==> src/rtl/reorder_buffer.sv <==
// In-order retirement buffer: allocates at dispatch, completes out of order,
// and retires from the head one entry per cycle.
module reorder_buffer #(
    parameter int ROB_ENTRIES = 16,
    parameter int DATA_W      = 32,
    parameter int IDX_W       = $clog2(ROB_ENTRIES)
) (
    input  logic              CLK,
    input  logic              nRST,
    input  logic              disp_valid,
    input  logic [4:0]        disp_rd,
    input  logic              disp_wen,
    output logic              disp_ready,
    output logic [IDX_W-1:0]  disp_rob_idx,
    input  logic              ex_valid,
    input  logic [IDX_W-1:0]  rob_entry_idx,
    input  logic [DATA_W-1:0] ex_val,
    input  logic              br_mispred,
    input  logic              exception,
    output logic              commit_valid,
    output logic [4:0]        commit_rd,
    output logic              commit_wen,
    output logic [DATA_W-1:0] commit_val,
    output logic              flush,
    output logic              flush_exception,
    output logic [IDX_W:0]    rob_count
);

    localparam logic [IDX_W:0] FULL_CNT = (IDX_W + 1)'(ROB_ENTRIES);

    logic [ROB_ENTRIES-1:0] ent_valid;
    logic [ROB_ENTRIES-1:0] ent_done;
    logic [ROB_ENTRIES-1:0] ent_mispred;
    logic [ROB_ENTRIES-1:0] ent_exc;
    logic [ROB_ENTRIES-1:0] ent_wen;
    logic [4:0]             ent_rd  [ROB_ENTRIES];
    logic [DATA_W-1:0]      ent_val [ROB_ENTRIES];

    logic [IDX_W:0]   head;
    logic [IDX_W:0]   tail;
    logic [IDX_W-1:0] head_idx;
    logic [IDX_W-1:0] tail_idx;
    logic             head_ready;
    logic             full;
    logic             disp_fire;
    logic             wb_ok;

    assign head_idx  = head[IDX_W-1:0];
    assign tail_idx  = tail[IDX_W-1:0];
    assign rob_count = tail - head;
    assign full      = (rob_count == FULL_CNT);

    // Head decisions come only from registered state; no writeback bypass.
    assign head_ready      = ent_valid[head_idx] && ent_done[head_idx];
    assign flush           = head_ready &&
                             (ent_mispred[head_idx] || ent_exc[head_idx]);
    assign flush_exception = head_ready && ent_exc[head_idx];
    assign commit_valid    = head_ready && !ent_exc[head_idx];
    assign commit_wen      = commit_valid && ent_wen[head_idx];
    assign commit_rd       = commit_valid ? ent_rd[head_idx] : 5'd0;
    assign commit_val      = commit_valid ? ent_val[head_idx] : '0;

    assign disp_ready   = !full && !flush;
    assign disp_rob_idx = tail_idx;
    assign disp_fire    = disp_valid && disp_ready;
    assign wb_ok        = ex_valid && ent_valid[rob_entry_idx] &&
                          !ent_done[rob_entry_idx];

    always_ff @(posedge CLK or negedge nRST) begin
        if (!nRST) begin
            head        <= '0;
            tail        <= '0;
            ent_valid   <= '0;
            ent_done    <= '0;
            ent_mispred <= '0;
            ent_exc     <= '0;
            ent_wen     <= '0;
            for (int i = 0; i < ROB_ENTRIES; i++) begin
                ent_rd[i]  <= '0;
                ent_val[i] <= '0;
            end
        end else if (flush) begin
            head      <= '0;
            tail      <= '0;
            ent_valid <= '0;
            ent_done  <= '0;
        end else begin
            if (wb_ok) begin
                ent_done[rob_entry_idx]    <= 1'b1;
                ent_val[rob_entry_idx]     <= ex_val;
                ent_exc[rob_entry_idx]     <= exception;
                ent_mispred[rob_entry_idx] <= br_mispred && !exception;
            end
            if (commit_valid) begin
                ent_valid[head_idx] <= 1'b0;
                head                <= head + 1'b1;
            end
            if (disp_fire) begin
                ent_valid[tail_idx]   <= 1'b1;
                ent_done[tail_idx]    <= 1'b0;
                ent_mispred[tail_idx] <= 1'b0;
                ent_exc[tail_idx]     <= 1'b0;
                ent_rd[tail_idx]      <= disp_rd;
                ent_wen[tail_idx]     <= disp_wen;
                tail                  <= tail + 1'b1;
            end
        end
    end

endmodule

==> config.mk <==
export PLATFORM = sky130hd
export DESIGN_NAME = reorder_buffer
export DESIGN_NICKNAME = d
export VERILOG_FILES = /design/src/rtl/reorder_buffer.sv
export SDC_FILE = /design/constraint.sdc
export NUM_CORES = 1
export LEC_CHECK = 0
export ABC_AREA = 1
export BUFFER_PORTS_ARGS = -buffer_cell sky130_fd_sc_hd__buf_2
export CAP_MARGIN = 30
export CORE_MARGIN = 2
export CORE_UTILIZATION = 50
export CTS_CLUSTER_SIZE = 28
export DETAILED_ROUTE_END_ITERATION = 10
export HOLD_SLACK_MARGIN = 0.03
export PLACE_DENSITY_LB_ADDON = 0.1
export SYNTH_ARGS = -nofsm -noshare
export SYNTH_HDL_FRONTEND = slang
export SYNTH_SLANG_ARGS = --single-unit
==> constraint.sdc <==
create_clock -name CLK -period 5.3 [get_ports CLK]
set_input_delay 1.06 -clock CLK [delete_from_list [all_inputs] [get_ports CLK]]
set_output_delay 1.06 -clock CLK [all_outputs]
set_load 0.05 [all_outputs]
==> run summary <==
The run finished with clean final reports. After synthesis the cells add up to 0.0325 mm². The floorplan step set the die width to 259 µm. The endpoint identified for the worst register-to-register timing path is ent_rd[12]$_DFFE_PN0P_. The critical path in this run is classified as reg -> out. The arrival time of the worst setup path came out at 4.06 ns.

The first-pass iteration count of the detailed router is 6. The post-synthesis sequential area ratio came out at 0.524. The hold buffer count at cts came out at 0. Of all cell types, the one taking the most synthesized area is dfrtp_1. The share of total power dissipated in the clock network is 0.255.

The synthesized netlist net count is 3964. The number of antenna cells inserted is 0. Power spread over the standard cell area amounts to 588 mW/mm². The number of design rule violations left after detail routing is 0. Ranked by total cell area, the synthesized netlist is headed by dfrtp_1 (52%), nand2_1 (15%), o21ai_1 (6.2%). The cell sitting at the root of the clock tree is a clkbuf_16.

The HPWL after detailed placement is 51200 µm. The total CTS buffers came out at 75. The final hold violation count is 0. The largest net degree at the start of global routing is 115. The internal power consumption is 12.6 mW. The total global routing overflow came out at 0. The design draws 21.0 mW. The final period demand of the worst path is 5.12 ns. In this run the worst hold path is classified as reg -> reg.

The layout overhead on the synthesized area is 9.66%. The number of unique standard cell types used by synthesis is 44. The number of nets still failing antenna checks after routing came out at 0. Leaving out fill and tap cells, the most frequent cells in the layout are nand2_1 (1312), dfrtp_1 (680), o21ai_1 (401). The floorplan has 93 rows.

The number of endpoints failing setup at the final stage came out at 0. In this run the standard cell core region covers 0.0643 mm². Setup repair after global routing left no endpoint under its margin.

The sequential share of power is 0.377. The initial core utilization is 0.506. Along the worst path, the maximum fanout reaches 54. The most used flip-flop cell after synthesis is dfrtp_1. The via count of the first global-routing pass came to 25584. The relative max-transition margin is 0.322. The share of synthesized flip-flops with an asynchronous set or reset is 1.00. Dividing the detail-routed wire length by the instance count gives 20.0 µm. Summed over all cells, the static leakage comes to 17.0 nW. For flop-to-flop paths, the worst setup slack is 1.12 ns. The number of max-slew violations in the final report was 0. The number of antenna violations at the first check in global routing is 0.

The first global-routing pass estimated 151000 µm of wire. The worst setup path is launched from a flop. The Yosys step of the flow raised 0 warnings. The via total after detailed routing is 26831.

Synthesis produced a netlist whose cell count is 3903. The fraction of post-synthesis cell area in the top cell type by area came out at 0.524. The critical path ends at commit_val[3]. After layout, the worst setup slack is 0.184 ns.

The synthesized design contains 0 enable-type register cells. The share of final-layout standard cells stronger than drive strength 1 came out at 0.0843. Summed over all layers, the routed wires come to 94400 µm. At the end of routability-driven placement, the weighted congestion stood at 0.864. The worst setup timing slack at the placement stage is 0.834 ns.

Dividing the final minimum period by the clock period gives 0.965. The latest clock arrival within the worst-skew pair is 0.62 ns. Leaving out fill and tap cells, the most frequent cell in the layout is nand2_1.

Counting along the longest clock path gives a buffer depth of 3. The net count reported at finish is 3872. The number of vias per cell is 5.68.

The max-capacitance violation count came out at 0. The depth of the most critical reg-to-reg path came out at 15. Of the total power, combinational logic draws 0.368. The flip-flop and latch count after synthesis came out at 682. The transition time of the tightest slew-check pin is 1.02 ns. The port buffer count came out at 98. The post-cts gate resize count is 0. The combined global-route utilization of all metal layers came out at 0.287. Counting every sink on the clock net gives 682. The net switching power is 8.44 mW. Buffers added to address setup during post-CTS repair amount to 0.

The H-tree generated during clock tree synthesis spans 3 levels. In this run the worst setup path begins at head[0]$_DFFE_PN0P_. Across the VDD grid, the largest voltage drop is 0.000413 V. The mean cell area of the mapped netlist is 8.34 µm². Setup total negative slack on the finished layout was measured at 0 ns. TritonCTS built the clock tree.

The worst-case clock skew is 0.0256 ns. The fmax is 0.195 GHz. The category of the worst setup path capture point is an output port.

The startpoint of the lowest-slack register-to-register path is head[0]$_DFFE_PN0P_. The die outline height is 259 µm. The clock-pin slew reported for the worst setup and hold paths after clock tree synthesis came out at 0.06 ns. The critical path data required time is 4.24 ns. The total die area is 0.0671 mm². Of the total power, the share spent switching nets is 0.402.

The number of top-level design ports is 99. The number of DRC markers in iteration 0 is 2581.
synthesized netlist by cell type (12+ instances only):
master    number
dfrtp_1      682
buf_1         24
buf_2         73
nor3_1        23
nand4_1       32
buf_6         36
nand3_1       42
ha_1          12
o22ai_1       13
nor2_1        95
inv_1        167
o211a_1       25
a22oi_1       44
a32oi_1       45
a21oi_1      259
nand2_1     1315
o21ai_0      296
a22o_1        25
nand4_4       12
buf_4         16
o21ai_1      401
a32o_1        38
clkbuf_1     173
kinds of logic (layout without fill, tap and decap cells):
logic type	count (synthesis)	count (layout)	synth area share
compound gates	1162	1162	0.202
xor+xnor	5	5	0.00135
fa+ha+maj	13	13	0.00523
buf+inv	498	462	0.0718
flops	682	682	0.524
simple gates	1543	1543	0.195
layer usage:
layer  up-vias  track usage  wire length [µm]
met2       785        0.438             42200
met1     13029        0.417             43400
met4         0        0.102              3320
met5         -            0                 0
met3       177       0.0446              5530
li1      12840            -                 -
sequential cells by signal (all words and copies together) (netlist names):
signal	cells
ent_val	512
ent_rd	80
ent_done	16
ent_exc	16
ent_mispred	16
ent_valid	16
ent_wen	16
head	5
tail	5
how the worst min path moves through the flow:
stage,from,endpoint,slack [ns],cells past startpoint
after CTS,ent_val[166]$_DFFE_PN0P_,ent_val[166]$_DFFE_PN0P_,0.49,2
after global placement,ent_val[171]$_DFFE_PN0P_,ent_val[171]$_DFFE_PN0P_,0.47,2
after floorplan,ent_rd[17]$_DFFE_PN0P_,ent_rd[17]$_DFFE_PN0P_,0.45,2
final,ent_val[25]$_DFFE_PN0P_,ent_val[25]$_DFFE_PN0P_,0.48,2
after global routing,ent_val[257]$_DFFE_PN0P_,ent_val[257]$_DFFE_PN0P_,0.50,2
after detailed placement,ent_val[166]$_DFFE_PN0P_,ent_val[166]$_DFFE_PN0P_,0.47,2
layout make-up:
cell class / instances / area [µm²]
Fill cell: 6036 / 28700
Sequential cell: 682 / 17100
Multi-Input combinational cell: 2723 / 13200
Clock buffer: 112 / 2260
Timing Repair Buffer: 156 / 1110
Tap cell: 855 / 1070
Inverter: 173 / 667
Clock inverter: 21 / 277
power by group through the flow:
stage               clock network, mW  registers, mW  logic, mW
detailed placement                  0           7.95       7.70
global placement                    0           7.95       7.62
CTS                              5.45           7.89       7.72
global route                     5.65           8.12       8.66
floorplan                           0           7.63       5.89
finish                           5.35           7.91       7.73
critical path, stage by stage, from the launching register on:
cell and delay (ns):
dfrtp_4 0.80, buf_4 0.62, buf_4 0.63, nand2_1 0.10
a32o_1 0.27, nand2_1 0.05, o21ai_0 0.13, a21oi_1 0.34
o211a_1 0.20, buf_2 0.25
per-stage QoR:
stage / utilization / instance area (µm²) / hold WS [ns] / cells
detailed placement: 0.514 / 33100 / 0.473 / 4587
floorplan: - / 32500 / 0.453 / 3903
finish: 0.555 / 35700 / 0.484 / 4722
global route: 0.555 / 35700 / 0.501 / 4722
global placement: 0.514 / 33100 / 0.466 / 4587
CTS: 0.554 / 35600 / 0.487 / 4720
(Power assumes the default switching activity.)
